--- config.mk ---
export PLATFORM = sky130hd
export DESIGN_NAME = matrix_nms
export DESIGN_NICKNAME = d
export VERILOG_FILES = /design/src/rtl/canny_pkg.sv /design/src/rtl/nms_line_buffer.sv /design/src/rtl/matrix_nms.sv
export SDC_FILE = /design/constraint.sdc
export NUM_CORES = 2
export LEC_CHECK = 0
export BUFFER_PORTS_ARGS = -buffer_cell sky130_fd_sc_hd__clkbuf_2
export CORE_MARGIN = 2
export CORE_UTILIZATION = 40
export CTS_BUF_LIST = sky130_fd_sc_hd__clkbuf_8
export CTS_CLUSTER_DIAMETER = 60
export DETAILED_ROUTE_END_ITERATION = 10
export GPL_TIMING_DRIVEN = 0
export SLEW_MARGIN = 5
export SYNTH_ARGS = -nofsm -noshare
export SYNTH_HDL_FRONTEND = slang
export SYNTH_MEMORY_MAX_BITS = 65536
export SYNTH_SLANG_ARGS = --single-unit
--- constraint.sdc ---
create_clock -name clk -period 8.2 [get_ports clk]
set_input_delay 0 -clock clk [delete_from_list [all_inputs] [get_ports clk]]
set_output_delay 0 -clock clk [all_outputs]
set_load 0.01 [all_outputs]
--- src/rtl/canny_pkg.sv ---
// Shared Canny pipeline definitions: gradient direction codes and pixel/direction widths.
package canny_pkg;

    localparam int PIX_W = 8;
    localparam int DIR_W = 2;

    localparam logic [DIR_W-1:0] DIR_H    = 2'd0;
    localparam logic [DIR_W-1:0] DIR_D45  = 2'd1;
    localparam logic [DIR_W-1:0] DIR_V    = 2'd2;
    localparam logic [DIR_W-1:0] DIR_D135 = 2'd3;

endpackage

--- src/rtl/nms_line_buffer.sv ---
// One-line delay for the NMS window: returns the word written DEPTH enables earlier.
module nms_line_buffer #(
    parameter logic [10:0] DEPTH = 11'd250,
    parameter int          DW    = 10
) (
    input  logic          clk,
    input  logic          rst,
    input  logic          en,
    input  logic [DW-1:0] din,
    output logic [DW-1:0] dout
);

    localparam int AW = (DEPTH > 11'd1) ? $clog2(DEPTH) : 1;

    logic [DW-1:0] mem [DEPTH];
    logic [AW-1:0] ptr;

    always_ff @(posedge clk or posedge rst) begin
        if (rst)
            ptr <= '0;
        else if (en)
            ptr <= (ptr == AW'(DEPTH - 11'd1)) ? '0 : ptr + AW'(1);
    end

    // Storage is deliberately unreset; stale words only ever feed border outputs.
    always_ff @(posedge clk) begin
        if (en)
            mem[ptr] <= din;
    end

    assign dout = mem[ptr];

endmodule

--- src/rtl/matrix_nms.sv ---
// Canny non-maximum suppression over a 3x3 raster window.
// Optional low-magnitude floor enabled by defining NMS_LOW_THRESH_EN.
module matrix_nms
    import canny_pkg::*;
#(
    parameter logic [10:0]      PIC_WIDTH  = 11'd250,
    parameter logic [10:0]      PIC_HEIGHT = 11'd250,
    parameter int               WIDTH      = PIX_W,
    parameter logic [WIDTH-1:0] LOW_THRESH = 8'd20
) (
    input  logic                   clk,
    input  logic                   rst,
    input  logic                   valid_in,
    input  logic [WIDTH+DIR_W-1:0] din,
    output logic                   valid_out,
    output logic [WIDTH-1:0]       dout
);

    localparam int PW = WIDTH + DIR_W;

    logic [10:0]                col, row;
    logic [PW-1:0]              lb1_q, lb2_q;
    // win[row][col]: row 0 is the oldest line (up), col 2 the newest column (right)
    logic [2:0][2:0][PW-1:0]    win;
    logic                       s_vld, s_border;
    logic [WIDTH-1:0]           cmag, nb_a, nb_b, nms_out;
    logic [DIR_W-1:0]           cdir;
    logic                       keep;

    nms_line_buffer #(.DEPTH(PIC_WIDTH), .DW(PW)) u_lb1 (
        .clk (clk),
        .rst (rst),
        .en  (valid_in),
        .din (din),
        .dout(lb1_q)
    );

    nms_line_buffer #(.DEPTH(PIC_WIDTH), .DW(PW)) u_lb2 (
        .clk (clk),
        .rst (rst),
        .en  (valid_in),
        .din (lb1_q),
        .dout(lb2_q)
    );

    function automatic logic [WIDTH-1:0] mag_of(input logic [PW-1:0] px);
        return px[PW-1:DIR_W];
    endfunction

    always_comb begin
        cmag = mag_of(win[1][1]);
        cdir = win[1][1][DIR_W-1:0];
        nb_a = '0;
        nb_b = '0;
        case (cdir)
            DIR_H:    begin nb_a = mag_of(win[1][0]); nb_b = mag_of(win[1][2]); end
            DIR_V:    begin nb_a = mag_of(win[0][1]); nb_b = mag_of(win[2][1]); end
            DIR_D45:  begin nb_a = mag_of(win[0][2]); nb_b = mag_of(win[2][0]); end
            DIR_D135: begin nb_a = mag_of(win[0][0]); nb_b = mag_of(win[2][2]); end
            default:  begin nb_a = '0; nb_b = '0; end
        endcase
        keep = (cmag >= nb_a) && (cmag >= nb_b);
`ifdef NMS_LOW_THRESH_EN
        if (cmag < LOW_THRESH)
            keep = 1'b0;
`endif
        nms_out = (keep && !s_border) ? cmag : '0;
    end

    always_ff @(posedge clk or posedge rst) begin
        if (rst) begin
            col       <= '0;
            row       <= '0;
            win       <= '0;
            s_vld     <= 1'b0;
            s_border  <= 1'b0;
            valid_out <= 1'b0;
            dout      <= '0;
        end else begin
            // Input (r,c) centres the window on (r-1,c-1); border centres output 0
            s_vld    <= valid_in && (row != 11'd0) && (col != 11'd0);
            s_border <= (row == 11'd1) || (col == 11'd1);
            if (valid_in) begin
                if (col == PIC_WIDTH - 11'd1) begin
                    col <= '0;
                    row <= (row == PIC_HEIGHT - 11'd1) ? 11'd0 : row + 11'd1;
                end else begin
                    col <= col + 11'd1;
                end
                for (int i = 0; i < 3; i++) begin
                    win[i][0] <= win[i][1];
                    win[i][1] <= win[i][2];
                end
                win[0][2] <= lb2_q;
                win[1][2] <= lb1_q;
                win[2][2] <= din;
            end
            valid_out <= s_vld;
            if (s_vld)
                dout <= nms_out;
        end
    end

endmodule

==> results.yml <==
synth:
  synth_top_cells_by_area: "edfxtp_1, mux4_2, mux2i_1, dfrtp_1, nor2_1"
  synth_area_um2: 180000
  synth_ff_type: "edfxtp_1"
  synth_largest_type_area_fraction_pct: 75.0
  yosys.cell_types.count: 71
  synth_edf_count: 4500
  async_reset_ff_share_pct: 2.70
  seq_area_frac_synth_pct: 76.8
  synth_top_cell_by_area: "edfxtp_1"
  synthesis.yosys.warnings: 0
  postSynthRegisterBits: 4625
  mapped_nets: 8479
  syn-mean-instance-area_um2: 21.4
  syn_inst_count: 8436
critical_path:
  crit_path_max_fanout: 80
  critPathArrivalTime_ns: 8.51
  regToRegSetupSlack_ns: 0.57
  worst_setup_path_end_kind: "flop"
  setup.worst_path.class: "flop to flop"
  crit-reg2reg-launch: "u_lb1.ptr[1]"
  required_time_of_the_critical_path_ns: 9.08
  timing.critical_path.from_type: "flop"
  rr_endpoint: "u_lb2.mem[214][6]"
  r2r.worst_path.cells: 15
grt:
  antenna_found_initial: 40
  grt_most_used_layer: "met2"
  grt_first_pass_wirelength_um: 800000
  grt_overflow: 0
  grt.met1_usage_pct: 33.3
  met2_usage_pct: 40.1
  pin_count_of_the_biggest_net_entering_global_routing: 155
  grt_pass1_vias: 94800
  gr-usage-all-layers_pct: 25.8
  gr-usage-met3_pct: 6.57
routing:
  drt_first_iter_violations: 15700
  remaining_routing_drc_violations: 0
  vias_per_cell: 6.13
  drt_wl_total_um: 598000
  postRouteAntennaNets: 0
  detail_route.wl_per_cell_um: 37.8
  detailedRoute.firstPassIterationCount: 6
  number_of_vias_in_the_routed_layout: 97100
clock_network:
  clockRootBuffer: "clkbuf_8"
  post_cts_clock_slew_at_the_launch_and_capture_registers_of_the_worst_setup_and_hold_paths_ns: 0.06
  clock_tree.htree_level_count: 6
  clk-insertion-delay-late_ns: 1.30
  tritoncts_num_sinks: 4625
  cts_max_path_buffers: 4
  numCtsBuffers: 734
  tritoncts: "done"
  post-cts-setup-buffers: 0
hold_path:
  worst_hold_startpoint: "din[0]"
  instance_count_along_the_most_critical_hold_path: 2
  hold_end: "u_lb1.mem[234][0]"
  min_delay_path_class: "input pin to flop"
die:
  io_pins: 22
  fp.coreArea_um2: 449000
  die_w_um: 675
  std_cell_rows: 246
  starting_density_pct: 40.1
  floorplan.die.height_um: 675
  die_area_um2: 456000
timing:
  whs_ns: 0.0597
  finClkSkew_ns: 0.105
  fin_setup_tns_ns: 0
  slew-limit-headroom_pct: -0.148
  hold_violation_count_in_the_final_report: 0
  report.final.setup_viol: 0
  drv_slew: 10
  maxClockFrequency_mhz: 131
  period_share_pct: 93.0
  rsz0062_at_grt: "no"
  period_needed_ns: 7.63
  worst_pin_slew_ns: 1.50
cells_and_area:
  layout.filler_cells: 37700
  most-common-layout-cells: "edfxtp_1, mux4_2, clkbuf_8"
  design.final.nets: 9330
  area_growth_syn_to_layout_pct: 12.8
  final_common_cell: "edfxtp_1"
  drive_gt1_share_pct: 26.5
  utilization_pct: 45.3
power_and_ir_drop:
  power_frac_seq_pct: 43.0
  pwr-share-clk_pct: 24.9
  netSwitchingFraction_pct: 36.5
  power.internal_mw: 46.7
  p_comb_share_pct: 32.2
  power_leakage_nw: 64.4
  vdd_ir_drop_max_v: 0.000563
  power_per_cell_area_nw_per_um2: 362
  total_switching_power_mw: 26.8
run:
  timing.max_cap.violations: 2
place:
  post-dp-hpwl_um: 389000
  globalplace.congestion: 0.981
  port_buffers: 21
run_status:
  failing_checks: "capacitance limit, slew limit"
  outcome: "complete, but fails checks"
==> metrics by stage <==
step	power, mW	cell area (µm²)	setup slack, ns	cells
after floorplan	42.4	180000	1.19	8436
after global placement	48.8	188000	-6.38	14400
after detailed placement	55.0	190000	0.904	14500
after CTS	72.9	203000	0.868	15800
after global routing	74.8	203000	0.626	15800
final	73.5	203000	0.571	15800
==> power by group through the flow <==
stage	clock [mW]	combinational, mW	sequential [mW]
6_report	18.3	23.6	31.6
5_1_grt	19.4	23.9	31.6
4_1_cts	18.3	23.0	31.6
3_5_place_dp	0	22.9	32.0
3_3_place_gp	0	18.5	30.3
2_1_floorplan	0	10.4	32.0
==> worst max path at each step <==
| stage | to | from |
|---|---|---|
| detailed placement | u_lb2.mem[223][6] | u_lb1.ptr[1] |
| floorplan | win[58] | u_lb1.ptr[1] |
| global placement | win[58] | u_lb1.ptr[1] |
| CTS | u_lb2.mem[214][6] | u_lb1.ptr[1] |
| global route | u_lb2.mem[214][6] | u_lb1.ptr[1] |
| finish | u_lb2.mem[214][6] | u_lb1.ptr[1] |
==> critical path, stage by stage, from the launching register on <==
cell	delay, ns
dfrtp_1	0.61
buf_4	0.26
buf_4	0.34
buf_4	0.33
buf_2	0.72
buf_2	0.58
mux2i_1	0.25
o22ai_1	0.11
nor4_2	0.86
o21ai_0	0.16
a211o_1	0.38
nor3_1	0.77
nand2_4	0.69
buf_12	0.44
buf_12	0.20
buf_16	0.23
==> repair_timing <==
action / 4_1_cts / 5_1_grt
hold buffers: 32 / 0
hold endpoints to repair: 2504 / 0
gates resized for setup: 0 / 0
==> state kept, by name, indices dropped and copies added (netlist names), 8 cells and up <==
name,flops
u_lb2.ptr,8
win,66
dout,8
u_lb1.mem,2500
row,11
cmag,8
col,11
u_lb1.ptr,8
u_lb2.mem,2000
==> area by class of cell <==
class | instances | area [µm²] | area share [%]
well taps | 5952 | 7450 | 3.67
repair buffers | 115 | 2020 | 0.995
plain buffers | 495 | 2670 | 1.31
inverters | 44 | 170 | 0.0838
clock buffers | 746 | 10300 | 5.05
multi-input cells | 3272 | 39400 | 19.4
diodes | 12 | 30.0 | 0.0148
flip-flops and latches | 4625 | 138000 | 68.0
clock inverters | 566 | 2930 | 1.44
==> routing by layer <==
layer / wire [µm] / vias up
met5: 270 / -
met4: 37900 / 20
met3: 69200 / 1462
met2: 276000 / 7089
met1: 215000 / 51500
li1: - / 37000
==> synthesized netlist by cell type (19+ instances only) <==
library cell and count:
and3_1 25, a221oi_1 26, nor3_1 46, mux2_2 91, nand2b_1 20, inv_1 41, nand3_1 85, nor4_1 19
nor2b_1 44, nor2_1 615, edfxtp_1 4500, mux4_2 1127, buf_4 100, a21oi_1 43, a211oi_1 27, mux2i_1 351
buf_6 21, dfrtp_1 125, buf_2 145, nand2_1 205, o21ai_0 55, ha_1 30, a31oi_1 27, clkbuf_1 181
a22oi_1 136, buf_1 48, o22ai_1 92, nand4_1 21
==> kinds of logic after synthesis <==
family                   count (synthesis)  synth area share (%)
XOR/XNOR                                22                 0.107
multiplexers                          1569                  16.6
flip-flops                            4625                  76.8
buffers and inverters                  539                  1.52
adder cells (fa/ha/maj)                 30                 0.208
AND/OR/NAND/NOR                       1123                  2.71
AO/OA/AOI/OAI                          528                  2.09
Power figures use the tool's default switching activity.
